--- config.mk ---
export PLATFORM = sky130hd
export DESIGN_NAME = z80_cycle_gen_flat
export DESIGN_NICKNAME = d
export VERILOG_FILES = /design/src/rtl/z80_cycle_gen_if.sv /design/src/rtl/z80_cycle_gen.sv /design/src/flat_wrapper.sv
export SDC_FILE = /design/constraint.sdc
export NUM_CORES = 1
export LEC_CHECK = 0
export CORE_MARGIN = 10
export CORE_UTILIZATION = 44
export CTS_BUF_LIST = sky130_fd_sc_hd__clkbuf_4 sky130_fd_sc_hd__clkbuf_8 sky130_fd_sc_hd__clkbuf_16
export CTS_CLUSTER_SIZE = 14
export DETAILED_ROUTE_END_ITERATION = 10
export MAX_ROUTING_LAYER = met4
export PLACE_DENSITY_LB_ADDON = 0.2
export SLEW_MARGIN = 20
export SYNTH_ARGS = -nofsm -noshare
export SYNTH_HDL_FRONTEND = slang
export SYNTH_SLANG_ARGS = --single-unit
--- constraint.sdc ---
create_clock -name clk -period 2.6 [get_ports clk]
set_input_delay 0.26 -clock clk [delete_from_list [all_inputs] [get_ports clk]]
set_output_delay 0.26 -clock clk [all_outputs]
set_load 0.005 [all_outputs]
--- src/rtl/z80_cycle_gen_if.sv ---
// Request and Z80 bus bundle for z80_cycle_gen. The master side is the cycle
// generator; the slave side is whatever drives requests and answers the bus.
interface z80_cycle_gen_if;
  logic        req;
  logic [1:0]  op;
  logic        m1;
  logic [15:0] addr;
  logic [7:0]  wdata;
  logic        ready;
  logic        done;
  logic [7:0]  rdata;
  logic [15:0] a;
  logic [7:0]  d_out;
  logic        d_oe;
  logic [7:0]  d_in;
  logic        mreq_n;
  logic        iorq_n;
  logic        rd_n;
  logic        wr_n;
  logic        m1_n;
  logic        rfsh_n;
  logic        wait_n;

  modport master (
    input  req, op, m1, addr, wdata, d_in, wait_n,
    output ready, done, rdata, a, d_out, d_oe,
           mreq_n, iorq_n, rd_n, wr_n, m1_n, rfsh_n
  );

  modport slave (
    output req, op, m1, addr, wdata, d_in, wait_n,
    input  ready, done, rdata, a, d_out, d_oe,
           mreq_n, iorq_n, rd_n, wr_n, m1_n, rfsh_n
  );
endinterface

--- src/rtl/z80_cycle_gen.sv ---
// Z80 bus-cycle initiator at half-T-state resolution (one clk = one T half).
// Define MITEC2_REFRESH_EN to add the T3/T4 refresh phases to opcode fetches.
module z80_cycle_gen #(
  parameter int MEM_TW = 0
) (
  input  logic       clk,
  input  logic       rst,
  z80_cycle_gen_if.master bus
);

  localparam logic [3:0] S_IDLE = 4'd0;
  localparam logic [3:0] S_T1A  = 4'd1;
  localparam logic [3:0] S_T1B  = 4'd2;
  localparam logic [3:0] S_T2A  = 4'd3;
  localparam logic [3:0] S_T2B  = 4'd4;
  localparam logic [3:0] S_TWA  = 4'd5;
  localparam logic [3:0] S_TWB  = 4'd6;
  localparam logic [3:0] S_T3A  = 4'd7;
  localparam logic [3:0] S_T3B  = 4'd8;
  localparam logic [3:0] S_T4A  = 4'd9;
  localparam logic [3:0] S_T4B  = 4'd10;

  localparam logic [2:0] TW_INIT = 3'(MEM_TW);

  logic [3:0]  state, ns, after_t2;
  logic [1:0]  op_q;
  logic        m1_q;
  logic [15:0] addr_q;
  logic [7:0]  wdata_q;
  logic [2:0]  fcnt, fcnt_nxt;
  logic        ins_wait, wait_dec;
  logic        accept, fetch_q, samp;
  logic [1:0]  c_op;
  logic        c_fetch;
  logic [15:0] c_addr, a_d;
  logic [7:0]  c_wdata;
  logic        mreq_d, iorq_d, rd_d, wr_d, m1_d, rfsh_d, oe_d;
`ifdef MITEC2_REFRESH_EN
  logic [6:0]  r;
`endif

  assign accept  = (state == S_IDLE) && bus.req;
  assign fetch_q = (op_q == 2'b00) && m1_q;

  // Outputs are registered from the next state, so the "current" request
  // fields must come straight from the inputs on the accepting edge.
  assign c_op    = accept ? bus.op    : op_q;
  assign c_fetch = (c_op == 2'b00) && (accept ? bus.m1 : m1_q);
  assign c_addr  = accept ? bus.addr  : addr_q;
  assign c_wdata = accept ? bus.wdata : wdata_q;

  always_comb begin
    after_t2 = S_T3A;
`ifdef MITEC2_REFRESH_EN
`else
    if (fetch_q) after_t2 = S_IDLE;
`endif
    ns = state;
    case (state)
      S_IDLE:       if (bus.req) ns = S_T1A;
      S_T1A:        ns = S_T1B;
      S_T1B:        ns = S_T2A;
      S_T2A:        ns = S_T2B;
      S_T2B, S_TWB: ns = ins_wait ? S_TWA : after_t2;
      S_TWA:        ns = S_TWB;
      S_T3A:        ns = S_T3B;
`ifdef MITEC2_REFRESH_EN
      S_T3B:        ns = fetch_q ? S_T4A : S_IDLE;
`else
      S_T3B:        ns = S_IDLE;
`endif
      S_T4A:        ns = S_T4B;
      S_T4B:        ns = S_IDLE;
      default:      ns = S_IDLE;
    endcase
  end

  // IO always takes one TW at T2a; memory burns forced pairs before honouring wait_n.
  always_comb begin
    wait_dec = !bus.wait_n;
    fcnt_nxt = fcnt;
    if (state == S_T2A && op_q[1]) begin
      wait_dec = 1'b1;
    end else if (fcnt != 3'd0) begin
      wait_dec = 1'b1;
      fcnt_nxt = fcnt - 3'd1;
    end
  end

  always_comb begin
    mreq_d = 1'b1;
    iorq_d = 1'b1;
    rd_d   = 1'b1;
    wr_d   = 1'b1;
    m1_d   = 1'b1;
    rfsh_d = 1'b1;
    oe_d   = 1'b0;
    a_d    = c_addr;
    if (!c_op[1]) begin
      if (c_fetch) begin
        m1_d   = !(ns inside {S_T1A, S_T1B, S_T2A, S_T2B, S_TWA, S_TWB});
        mreq_d = !(ns inside {S_T1B, S_T2A, S_T2B, S_TWA, S_TWB});
        rd_d   = mreq_d;
`ifdef MITEC2_REFRESH_EN
        rfsh_d = !(ns inside {S_T3A, S_T3B, S_T4A, S_T4B});
        if (ns inside {S_T3B, S_T4A}) mreq_d = 1'b0;
        if (!rfsh_d) a_d = {9'd0, r};
`endif
      end else begin
        mreq_d = !(ns inside {S_T1B, S_T2A, S_T2B, S_TWA, S_TWB, S_T3A});
        if (c_op[0]) begin
          wr_d = !(ns inside {S_T2B, S_TWA, S_TWB, S_T3A});
          oe_d = ns inside {S_T1B, S_T2A, S_T2B, S_TWA, S_TWB, S_T3A, S_T3B};
        end else begin
          rd_d = mreq_d;
        end
      end
    end else begin
      iorq_d = !(ns inside {S_T2A, S_T2B, S_TWA, S_TWB, S_T3A});
      if (c_op[0]) begin
        wr_d = iorq_d;
        oe_d = ns inside {S_T1B, S_T2A, S_T2B, S_TWA, S_TWB, S_T3A, S_T3B};
      end else begin
        rd_d = iorq_d;
      end
    end
  end

  always_comb begin
    if (fetch_q) samp = (state == S_T2B || state == S_TWB) && !ins_wait;
    else         samp = (state == S_T3A) && !op_q[0];
  end

  always_ff @(posedge clk) begin
    if (accept) begin
      addr_q  <= bus.addr;
      wdata_q <= bus.wdata;
    end
  end

  always_ff @(posedge clk or posedge rst) begin
    if (rst) begin
      state      <= S_IDLE;
      op_q       <= 2'b00;
      m1_q       <= 1'b0;
      fcnt       <= 3'd0;
      ins_wait   <= 1'b0;
      bus.ready  <= 1'b1;
      bus.done   <= 1'b0;
      bus.mreq_n <= 1'b1;
      bus.iorq_n <= 1'b1;
      bus.rd_n   <= 1'b1;
      bus.wr_n   <= 1'b1;
      bus.m1_n   <= 1'b1;
      bus.rfsh_n <= 1'b1;
      bus.d_oe   <= 1'b0;
      bus.a      <= 16'd0;
      bus.d_out  <= 8'd0;
      bus.rdata  <= 8'd0;
`ifdef MITEC2_REFRESH_EN
      r          <= 7'd0;
`endif
    end else begin
      state <= ns;
      if (accept) begin
        op_q <= bus.op;
        m1_q <= bus.m1;
        fcnt <= bus.op[1] ? 3'd0 : TW_INIT;
      end
      if (state == S_T2A || state == S_TWA) begin
        ins_wait <= wait_dec;
        fcnt     <= fcnt_nxt;
      end
      bus.ready  <= (ns == S_IDLE);
      bus.done   <= (ns == S_IDLE) && (state != S_IDLE);
      bus.mreq_n <= mreq_d;
      bus.iorq_n <= iorq_d;
      bus.rd_n   <= rd_d;
      bus.wr_n   <= wr_d;
      bus.m1_n   <= m1_d;
      bus.rfsh_n <= rfsh_d;
      bus.d_oe   <= oe_d;
      if (ns != S_IDLE) bus.a <= a_d;
      if (oe_d)         bus.d_out <= c_wdata;
      if (samp)         bus.rdata <= bus.d_in;
`ifdef MITEC2_REFRESH_EN
      if (state == S_T4B) r <= r + 7'd1;
`endif
    end
  end

endmodule

--- src/flat_wrapper.sv ---
// flat-port wrapper written by rule: the top's interface ports become plain ports
module z80_cycle_gen_flat 
#(
  parameter int MEM_TW = 0
)
  (clk, rst, bus_req, bus_op, bus_m1, bus_addr, bus_wdata, bus_d_in, bus_wait_n, bus_ready, bus_done, bus_rdata, bus_a, bus_d_out, bus_d_oe, bus_mreq_n, bus_iorq_n, bus_rd_n, bus_wr_n, bus_m1_n, bus_rfsh_n);
  z80_cycle_gen_if bus_i ();
  input  logic clk;
  input  logic rst;
  input wire logic [$bits(bus_i.req)-1:0] bus_req;
  input wire logic [$bits(bus_i.op)-1:0] bus_op;
  input wire logic [$bits(bus_i.m1)-1:0] bus_m1;
  input wire logic [$bits(bus_i.addr)-1:0] bus_addr;
  input wire logic [$bits(bus_i.wdata)-1:0] bus_wdata;
  input wire logic [$bits(bus_i.d_in)-1:0] bus_d_in;
  input wire logic [$bits(bus_i.wait_n)-1:0] bus_wait_n;
  output wire logic [$bits(bus_i.ready)-1:0] bus_ready;
  output wire logic [$bits(bus_i.done)-1:0] bus_done;
  output wire logic [$bits(bus_i.rdata)-1:0] bus_rdata;
  output wire logic [$bits(bus_i.a)-1:0] bus_a;
  output wire logic [$bits(bus_i.d_out)-1:0] bus_d_out;
  output wire logic [$bits(bus_i.d_oe)-1:0] bus_d_oe;
  output wire logic [$bits(bus_i.mreq_n)-1:0] bus_mreq_n;
  output wire logic [$bits(bus_i.iorq_n)-1:0] bus_iorq_n;
  output wire logic [$bits(bus_i.rd_n)-1:0] bus_rd_n;
  output wire logic [$bits(bus_i.wr_n)-1:0] bus_wr_n;
  output wire logic [$bits(bus_i.m1_n)-1:0] bus_m1_n;
  output wire logic [$bits(bus_i.rfsh_n)-1:0] bus_rfsh_n;
  assign bus_i.req = bus_req;
  assign bus_i.op = bus_op;
  assign bus_i.m1 = bus_m1;
  assign bus_i.addr = bus_addr;
  assign bus_i.wdata = bus_wdata;
  assign bus_i.d_in = bus_d_in;
  assign bus_i.wait_n = bus_wait_n;
  assign bus_ready = bus_i.ready;
  assign bus_done = bus_i.done;
  assign bus_rdata = bus_i.rdata;
  assign bus_a = bus_i.a;
  assign bus_d_out = bus_i.d_out;
  assign bus_d_oe = bus_i.d_oe;
  assign bus_mreq_n = bus_i.mreq_n;
  assign bus_iorq_n = bus_i.iorq_n;
  assign bus_rd_n = bus_i.rd_n;
  assign bus_wr_n = bus_i.wr_n;
  assign bus_m1_n = bus_i.m1_n;
  assign bus_rfsh_n = bus_i.rfsh_n;
  z80_cycle_gen #(.MEM_TW(MEM_TW)) u_core (.clk(clk), .rst(rst), .bus(bus_i));
endmodule
* Word-level counts from Yosys, hierarchy flattened
Index checks and enable logic that the tools add are counted.
** Word-level totals
- Bits in registers :: 75
- Input port bits :: 39
- Output and inout port bits :: 41
- Word-level logic and storage cells :: 101
** Cells by class
- Add/subtract/negate cells :: 1
- Equality and inequality tests :: 18
- Muxes and demuxes :: 31
- Reduce and logical (&&, ||, !) cells :: 33
** Operators with widths (number)
- == test 4 x 3 -> 1 bit, second input constant :: 8
- one-hot mux 4 bit (8 select lines) :: 1
- 2-to-1 mux 1 bit :: 20
- 2-to-1 mux 3 bit :: 6
- == test 4 x 2 -> 1 bit, second input constant :: 4
- 2-to-1 mux 16 bit :: 1
- nonzero test 4 bit :: 3
- nonzero test 6 bit :: 2
- nonzero test 5 bit :: 2
- == test 4 x 1 -> 1 bit, second input constant :: 2
- == test 4 bit, second input constant :: 2
- zero test 1 bit :: 8
- zero test 4 bit :: 2
- 2-to-1 mux 8 bit :: 1
- logical AND 1 bit :: 7
- nonzero test 7 bit :: 1
- zero test 2 bit :: 2
- 2-to-1 mux 4 bit :: 1
- AND reduction 3 bit :: 1
- nonzero test 3 bit :: 1
- subtractor 3 x 1 -> 3 bit, second input constant :: 1
- logical OR 1 bit :: 2
- 2-to-1 mux 2 bit :: 1
- inequality test 2 x 1 -> 1 bit, second input constant :: 1
- 3 further kinds :: 3

* Logic depth before layout (Yosys ltp)
Gate-level depths: netlist of run 1.
- Depth in word-level cells :: 11
- Depth in mapped cells :: 7
- Depth with buffers taken out :: 6

* Least setup slack after synthesis of run 1
Ideal clock, no wire load.
- Path kind :: register to register
- Start point :: reg u_core.state[3]
- End point :: reg u_core.bus.a[10]
- Setup time :: 125 ps
- Data arrival time :: 1841 ps
- Data required time :: 2475 ps
- Slack :: 634 ps
- Cell stages (with the launch flop) :: 7
- Buffers on the path :: 1
- Clock period less this slack :: 1966 ps
- Cells stage by stage :: dfrtp_1 -> nand2b_1 -> a2111oi_1 -> nor3_2 -> nand2_4 -> buf_6 -> mux2_4
** On the way
- Longest elaborated chain between the ends :: 4
- Elaborated cells on any way between the ends :: 15
- Those cells by class :: eq/ne: 8; mux: 3; reduce/logical: 4
** Ends and longest elaborated chain
- start, declared :: RTL line z80_cycle_gen.sv:25 : logic [3:0] state, ns, after_t2;
- start signal, assigned :: RTL line z80_cycle_gen.sv:164 : state <= ns;
- == test 4 x 3 -> 1 bit :: RTL line z80_cycle_gen.sv:59 : case (state)
- OR reduction 2 bit :: RTL line z80_cycle_gen.sv:59
- one-hot mux 4 bit (8 select lines) :: RTL line z80_cycle_gen.sv:59
- nonzero test 4 bit :: RTL line z80_cycle_gen.sv:183 : if (ns != S_IDLE) bus.a <= a_d;
- end signal, assigned :: RTL line z80_cycle_gen.sv:157 : bus.a <= 16'd0;
- end signal, assigned :: RTL line z80_cycle_gen.sv:183
- end, declared :: RTL line z80_cycle_gen_if.sv:26 : output ready, done, rdata, a, d_out, d_oe,
Several ways; a longest one is shown, not always the timed one.
A chain may end at the register's enable or synchronous reset.

* Final worst setup path of run 1
- Start point :: reg u_core.state[2]
- End point :: reg u_core.bus.a[1]
Same word-level chain as after synthesis.

==> results of run 1 <==
[Yosys cell counts, drive strengths merged]
master	instances	area share, %
a21bo	1	0.32
o211ai	1	0.24
dfrtp	45	36
o22ai	1	0.20
inv	7	0.84
nand3b	1	0.24
o2111a	1	0.36
nand4b	2	0.56
or2	1	0.20
a21oi	4	0.64
o32ai	1	0.28
buf	8	2.5
nand4	1	0.20
nor3	4	0.96
dfstp	6	5.0
ha	2	0.80
or3b	1	0.28
dfxtp	24	15
nand2	11	1.8
a32o	1	0.32
mux2	57	21
o21ai	4	0.64
clkbuf	1	0.12
o21bai	1	0.24
a21boi	3	0.72
a22o	1	0.28
nor4	1	0.68
o21ba	1	0.32
a22oi	1	0.24
nor4b	2	0.56
nand3	5	0.80
a31oi	1	0.20
nor2b	1	0.20
or3	2	0.40
or4b	1	0.32
nor3b	3	0.88
a211o	1	0.28
conb	1	0.12
a2111oi	2	0.80
mux2i	3	1.4
nand2b	4	0.80
nor2	8	1.2
xor2	1	0.28
[power by group]
| group | leakage, nW | switching (mW) | internal [mW] |
|---|---|---|---|
| clock network | 0.124 | 0.439 | 0.652 |
| registers | 0.809 | 0.283 | 1.78 |
| logic | 0.888 | 1.13 | 1.64 |
[how the worst min path moves through the flow]
stage                             end  slack [ns]  depth (start not counted)
global route         u_core.bus.a[12]        0.34                          2
global placement    u_core.addr_q[11]        0.45                          1
finish               u_core.bus.a[11]        0.28                          2
floorplan              u_core.fcnt[2]        0.35                          1
CTS                  u_core.bus.a[12]        0.29                          2
detailed placement  u_core.addr_q[14]        0.46                          1
[routing by layer]
metal	GRT usage (%)	up-vias	share of wire, %
met1	16.4	1031	46
met3	5.14	8	7.6
li1	-	990	-
met5	-	-	0
met2	19.8	77	45
met4	6.06	0	0.93
[state kept, by name (all words and copies together), names as in the netlist, 2 cells and up]
name / count
u_core.bus.d_out: 8
u_core.addr_q: 16
u_core.state: 4
u_core.bus.rdata: 8
u_core.op_q: 2
u_core.wdata_q: 8
u_core.fcnt: 3
u_core.bus.a: 16
[cell type report]
cell class	instances	area, µm²	share of cell area, %
multi-input cells	137	1260	29.3
well taps	96	120	2.80
clock buffers	10	131	3.06
repair buffers	89	876	20.4
inverters	7	26.3	0.613
flip-flops and latches	75	1760	41.1
clock inverters	6	113	2.63
[cells by family (layout without fill, tap and decap cells)]
kind of cell / Yosys count / in the layout / synth area share, %
compound gates: 25 / 25 / 6.08
xor+xnor: 1 / 1 / 0.280
fa+ha+maj: 2 / 2 / 0.799
buf+inv: 16 / 112 / 3.48
flops: 75 / 75 / 56.4
mux: 60 / 60 / 22.8
other cells: 1 / 1 / 0.120
simple gates: 48 / 48 / 10.1
[through the flow]
step	std cells	total power, mW	worst slack (ns)
finish	420	5.92	0.324
global route	420	6.32	0.211
CTS	420	5.99	0.331
detailed placement	404	4.88	0.333
global placement	404	4.81	0.451
floorplan	228	3.81	0.634
[critical path, cell delays in order, from the launching register on]
cell and delay, ns:
dfrtp_1 0.58, nand2b_1 0.17, a2111oi_1 0.65, nor3_2 0.11
nand2_4 0.28, mux2_2 0.38
==> metrics.txt, run 1 <==
Final Max Tran Viols 0; power per cell area 1380 mW/mm²; crit path max fanout 18; Hold Slack 0.283 ns; syn avg cell area 13.7 µm²; drt via density 5.01; vias in the first global route 2373; Setup Viol. Count Final 0; CP Launch Point u_core.state[2]; Syn Inst Count 228; skew final 0.00850 ns; Max clock buf depth 2; Highest Clock Rate 439 MHz; RSZ-0062 raised after global routing no; TritonCTS Buffers 9; drt pass-1 iters 4; largest net degree at the start of global routing 28; clk slew on worst S/H paths 0.08 ns; CTS Sinks 75; routability cong. 0.900; Die Width 104 µm; distinct cell type count after synthesis 51; setup tns final 0 ns; mapped cell area 0.00313 mm²; outcome finished, final reports clean; number of H-tree levels 3; WP data required 2.83 ns; # nets final 360; crit path DAT 2.50 ns; core area 0.00687 mm²; Worst-Skew Late Latency 0.35 ns; maxcap violations 0; crit path launch type flop; DP Wirelength 5190 µm; minimum clock period 2.28 ns; root buf cell clkbuf_8; syn_nets 269; # DRC 0; worst reg-to-reg setup slack 0.32 ns; initial antenna violation count 0; # fillers 548; grt ovf 0; final WL 7010 µm; 1st-iter DRT viols 72; fin crit share 87.5%; DP Area 0.00404 mm²; DIE AREA 0.0109 mm²; Yosys warning count 0; Setup crit end u_core.bus.a[1]; commonest cells after routing, fill and taps aside clkdlybuf4s50_1 (78), mux2_2 (49), dfrtp_1 (45); post-CTS setup buffer count 0; post-layout util 62.4%; post-synthesis sequential area ratio 56.4%; most common cell after layout, fill and taps aside clkdlybuf4s50_1; cell area after layout 0.00429 mm²; Chip Height 104 µm; CTS tree yes; Critical Path End Type flop; n_diodes 0; critical path class flop to flop; final hold viol count 0; Reg2Reg Depth 5; gr usage total 13.6%; Slew headroom 53.3%; first-pass GRT wire length 11800 µm; Synth-to-Final Area Change 37.0%; r2r startpoint u_core.state[2]; Vias 2106; worst hold path type input port to async pin; share of cells above drive strength 1 32.1%; post-CTS resize count 0; hold buffers post-CTS 0; row count 30; reg-to-reg endpoint u_core.bus.a[1]; leakage power 1.82 nW; FF+latch count, synth 75; initial core utilization 45.6%; post-route ant nets 0; WL/cell 16.7 µm; port bufs 78; IO Count 80; VDD IR-drop max 0.000889 V; Worst Tran Pin Value 0.696 ns
Power figures use the tool's default switching activity.
==> run 2, diff against run 1 <==
- PLACE_DENSITY: not set -> 0.76
- PLACE_DENSITY_LB_ADDON: 0.2 -> not set
==> run 2 against run 1 <==
  * Maximum frequency is 3.5% lower
  * Core utilization is 1.1 points lower
  * First-iteration DRC count is 8.3% lower
  * Register-to-register slack worse by 0.08 ns
  * Routed wire length is 1.6% lower
  * Worst hold slack worse by 0.032 ns
  * Die area stayed put
  * Global-route usage is 0.13 points lower
  * Critical endpoint is now u_core.bus.a[14]
  * Largest power group unchanged
  * Highest routed layer unchanged
==> metrics.txt, run 2 (synthesized netlist as in run 1, its figures left out) <==
setup tns final 0 ns (unchanged); core area 0.00687 mm² (unchanged); # DRC 0 (unchanged); DP Wirelength 5060 µm (-2.5%); Reg2Reg Depth 5 (unchanged); sequential share of power 37.0% (+2.1 points); final hold viol count 0 (unchanged); critical path class flop to flop; initial core utilization 45.6% (unchanged); Critical Path End Type flop; 1st-iter DRT viols 66 (-8.3%); root buf cell clkbuf_8; final setup slack of the worst path 0.243 ns (-0.0814 ns); minimum clock period 2.36 ns (+0.0814 ns); final WL 6900 µm (-1.6%); post-CTS setup buffer count 0 (unchanged); Vias 2094 (-0.57%); port bufs 78 (unchanged); largest net degree at the start of global routing 30 (+7.1%); WP data required 2.83 ns (about the same); # nets final 356 (-1.1%); CTS tree yes; r2r startpoint u_core.state[2]; Synth-to-Final Area Change 34.5%; maxcap violations 0 (unchanged); TritonCTS Buffers 9 (unchanged); grt ovf 0 (unchanged); WL/cell 16.6 µm (-0.64%); drt via density 5.03 (+0.39%); initial antenna violation count 0 (unchanged); Setup WS pre-CTS 0.293 ns (-0.0402 ns); crit path launch type flop; DIE AREA 0.0109 mm² (unchanged); fin crit share 90.7% (+3.1 points); most common cell after layout, fill and taps aside clkdlybuf4s50_1; Die Width 104 µm (unchanged); cell-internal power 3.84 mW (-5.8%); crit path max fanout 18 (unchanged); power per cell area 1350 mW/mm² (-2.4%); # fillers 533 (-2.7%); RSZ-0062 raised after global routing no; switching power total 1.83 mW (-0.78%); Slew headroom 53.2% (-0.14 points); clk slew on worst S/H paths 0.09 ns (about the same); IO Count 80 (unchanged); Largest regs u_core.addr_q (16), u_core.bus.a (16); Worst Tran Pin Value 0.700 ns (+0.00408 ns); share of cells above drive strength 1 31.3% (-0.85 points); row count 30 (unchanged); n_diodes 0 (unchanged); drt pass-1 iters 4 (unchanged); Logic pwr share 47.1% (+0.4 points); worst hold path type input port to async pin; CTS Sinks 75 (unchanged); VDD IR-drop max 0.000663 V (-25%); clock power share 15.9% (-2.5 points); Highest Clock Rate 424 MHz (-3.5%); vias in the first global route 2325 (-2.0%); hold buffers post-CTS 0 (unchanged); commonest cells after routing, fill and taps aside clkdlybuf4s50_1 (78), mux2_2 (49), dfrtp_1 (45); Setup Viol. Count Final 0 (unchanged); Max clock buf depth 2 (unchanged); outcome finished, final reports clean; crit path DAT 2.59 ns (+0.09 ns); routability cong. 0.851 (-5.5%); first-pass GRT wire length 11700 µm (-0.94%); worst reg-to-reg setup slack 0.24 ns (-0.08 ns); post-CTS resize count 0 (unchanged); reg-to-reg endpoint u_core.bus.a[14]; gr usage total 13.5% (-0.13 points); Worst-Skew Late Latency 0.36 ns (about the same); number of H-tree levels 3 (unchanged); Chip Height 104 µm (unchanged); post-route ant nets 0 (unchanged); Final Max Tran Viols 0 (unchanged); leakage power 1.78 nW (-2.5%); skew final 0.0100 ns (+0.00152 ns); Sw Share 32.3% (+1.1 points)
[run 2: stage by stage]
stage / power, mW / cells / hold WS [ns] / cell area (µm²) / utilization [%]
2_1_floorplan: 3.81 / 228 / 0.347 / 3130 / -
3_3_place_gp: 4.73 / 400 / 0.452 / 4010 / 58.4
3_5_place_dp: 4.83 / 400 / 0.460 / 4010 / 58.4
4_1_cts: 5.75 / 416 / 0.270 / 4210 / 61.3
5_1_grt: 6.09 / 416 / 0.285 / 4210 / 61.3
6_report: 5.67 / 416 / 0.251 / 4210 / 61.3
[run 2: final cells by class]
cell class	count	area, µm²	share of cell area, %
clock inverters	6	65.1	1.55
inverters	7	26.3	0.624
multi-input cells	137	1260	29.9
repair buffers	85	846	20.1
well taps	96	120	2.85
flip-flops and latches	75	1760	41.9
clock buffers	10	131	3.12
[run 2: per-layer routing]
layer | track usage (%) | wire length [µm] | vias to the layer above
met3 | 7.00 | 649 | 9
met5 | - | 0 | -
li1 | - | - | 987
met1 | 15.1 | 2990 | 1021
met4 | 4.87 | 101 | 0
met2 | 20.1 | 3160 | 77
[run 2: power groups by stage]
stage / Combinational (mW) / Clock [mW] / Sequential (mW)
global route: 2.94 / 0.972 / 2.17
floorplan: 1.73 / 0 / 2.08
finish: 2.67 / 0.902 / 2.10
CTS: 2.72 / 0.923 / 2.10
global placement: 2.64 / 0 / 2.09
detailed placement: 2.71 / 0 / 2.11
[run 2: worst max path at each step]
stage / from / to / cells after the start
final: u_core.state[2] / u_core.bus.a[14] / 5
after global routing: u_core.state[2] / u_core.bus.a[14] / 5
after CTS: u_core.state[2] / u_core.bus.a[14] / 5
after detailed placement: bus_req / u_core.bus.a[14] / 6
after global placement: u_core.state[2] / u_core.bus.a[12] / 5
after floorplan: u_core.state[3] / u_core.bus.a[10] / 6
[run 2: worst max-delay path, cell delays in order (launching register included)]
cell	delay, ns
dfrtp_1	0.58
nand2b_1	0.18
a2111oi_1	0.69
nor3_2	0.11
nand2_4	0.28
mux2_2	0.38
==> run 3, diff against run 2 <==
- CORE_MARGIN: 10 -> 2
==> run 3 against run 2 <==
  * Maximum frequency is 4.9% higher
  * Critical endpoint is now u_core.bus.a[1]
  * Setup slack better by 0.11 ns
  * Count of clock-buffer cells in the layout is 1 lower
  * Clock power is 11% higher
==> metrics.txt, run 3 (synthesized netlist as in run 1, its figures left out) <==
vias in the first global route 2154 (-7.4%); final WL 6220 µm (-9.9%); drt pass-1 iters 4 (unchanged); commonest cells after routing, fill and taps aside clkdlybuf4s50_1 (78), mux2_2 (49), dfrtp_1 (45); Die Width 88.4 µm (-15%); grt ovf 0 (unchanged); routability cong. 0.858 (+0.83%); r2r startpoint u_core.state[2]; # nets final 359 (+0.84%); TritonCTS Buffers 9 (unchanged); IO Count 80 (unchanged); footprint of the multi-input gates 0.00126 mm² (unchanged); clk slew on worst S/H paths 0.08 ns (about the same); most common cell after layout, fill and taps aside clkdlybuf4s50_1; largest net degree at the start of global routing 52 (+73%); row count 30 (unchanged); worst path cell trace nand2b_1 -> a2111oi_1 -> nor3_2 -> nand2_4 -> mux2_2; GR Util met2 26.7% (+6.7 points); Setup WS pre-CTS 0.358 ns (+0.0649 ns); initial core utilization 45.8% (+0.25 points); setup tns final 0 ns (unchanged); initial antenna violation count 0 (unchanged); maxcap violations 0 (unchanged); final std cells w/o fill 419 (+0.72%); DP Wirelength 4410 µm (-13%); Reg2Reg Depth 5 (unchanged); WP data required 2.83 ns (about the same); worst reg-to-reg setup slack 0.35 ns (+0.11 ns); n_diodes 0 (unchanged); # DRC 0 (unchanged); Pwr Total 5.78 mW (+1.8%); number of H-tree levels 3 (unchanged); final hold viol count 0 (unchanged); RSZ-0062 raised after global routing no; root buf cell clkbuf_8; power per cell area 1360 mW/mm² (+0.96%); skew final 0.0108 ns (+0.000748 ns); gr usage total 17.1% (+3.6 points); VDD IR-drop max 0.000772 V (+16%); Largest regs u_core.addr_q (16), u_core.bus.a (16); reg-to-reg endpoint u_core.bus.a[1]; gr busiest metal met2; CTS tree yes; 1st-iter DRT viols 154 (+130%); post-CTS resize count 0 (unchanged); critical path class flop to flop; port bufs 78 (unchanged); Setup Viol. Count Final 0 (unchanged); Final Max Tran Viols 0 (unchanged); core area 0.00683 mm² (-0.55%); crit path DAT 2.48 ns (-0.11 ns); met3 GRT Util 5.69% (-1.3 points); leakage power 1.80 nW (+1.1%); minimum clock period 2.25 ns (-0.109 ns); cell area after layout 0.00425 mm² (+0.86%); post-route ant nets 0 (unchanged); final setup slack of the worst path 0.352 ns (+0.109 ns); Max clock buf depth 2 (unchanged); drt via density 5.06 (+0.61%); grt met1 use 21.0% (+5.9 points); fin crit share 86.5% (-4.2 points); placed cells 403 (+0.75%); Worst-Skew Late Latency 0.34 ns (-0.02 ns); hold buffers post-CTS 0 (unchanged); WL/cell 14.8 µm (-11%); DIE AREA 0.00781 mm² (-28%); Worst Tran Pin Value 0.667 ns (-0.0328 ns); Slew headroom 55.3% (+2.1 points); # fillers 553 (+3.8%); DP Area 0.00402 mm² (+0.25%); crit path launch type flop; share of cells above drive strength 1 31.9% (+0.64 points); Highest Clock Rate 445 MHz (+4.9%); Reg area 0.00176 mm² (unchanged); worst hold path type input port to async pin; first-pass GRT wire length 9890 µm (-15%); Synth-to-Final Area Change 35.7%; crit-path max cell delay 0.66 ns (-0.03 ns); crit path max fanout 18 (unchanged); Critical Path End Type flop; Slowest-stage cell, CP a2111oi_1; Vias 2122 (+1.3%); post-CTS setup buffer count 0 (unchanged); outcome finished, final reports clean; Chip Height 88.4 µm (-15%); CTS Sinks 75 (unchanged)
run 3: metrics by stage:
stage,hold slack (ns),util (%)
final,0.397,62.2
after global routing,0.459,62.2
after CTS,0.427,62.2
after detailed placement,0.459,58.9
after global placement,0.453,58.9
after floorplan,0.347,-
run 3: critical path, delay by kind of cell (launching register included):
| kind | cells | cell delay, ns |
|---|---|---|
| AOI/OAI and AO/OA | 1 | 0.66 |
| muxes | 1 | 0.38 |
| DFF | 1 | 0.54 |
| and+or+nand+nor | 3 | 0.56 |
run 3: final cells by class:
type                    instances  share of cell area, %
clock inverters                 7                   2.33
repair buffers                 88                   20.2
inverters                       7                  0.619
flip-flops and latches         75                   41.5
clock buffers                   9                   2.92
well taps                      96                   2.83
multi-input cells             137                   29.6
run 3: worst max path at each step:
| stage | startpoint | end | slack, ns |
|---|---|---|---|
| 2_1_floorplan | u_core.state[3] | u_core.bus.a[10] | 0.63 |
| 3_3_place_gp | bus_req | u_core.bus.a[12] | 0.40 |
| 6_report | u_core.state[2] | u_core.bus.a[1] | 0.35 |
| 3_5_place_dp | bus_req | u_core.bus.a[1] | 0.36 |
| 5_1_grt | u_core.state[2] | u_core.bus.a[0] | 0.16 |
| 4_1_cts | u_core.state[2] | u_core.bus.a[1] | 0.37 |
run 3: where the power goes:
group          switching [mW]  leakage (nW)  internal [mW]
Clock                   0.453         0.110          0.547
Combinational            1.09         0.877           1.62
Sequential              0.285         0.809           1.78
run 3: routing by layer:
metal / wire (µm) / up-vias
met3: 423 / 11
met5: 0 / -
met2: 2900 / 70
met4: 99 / 0
li1: - / 992
met1: 2790 / 1049
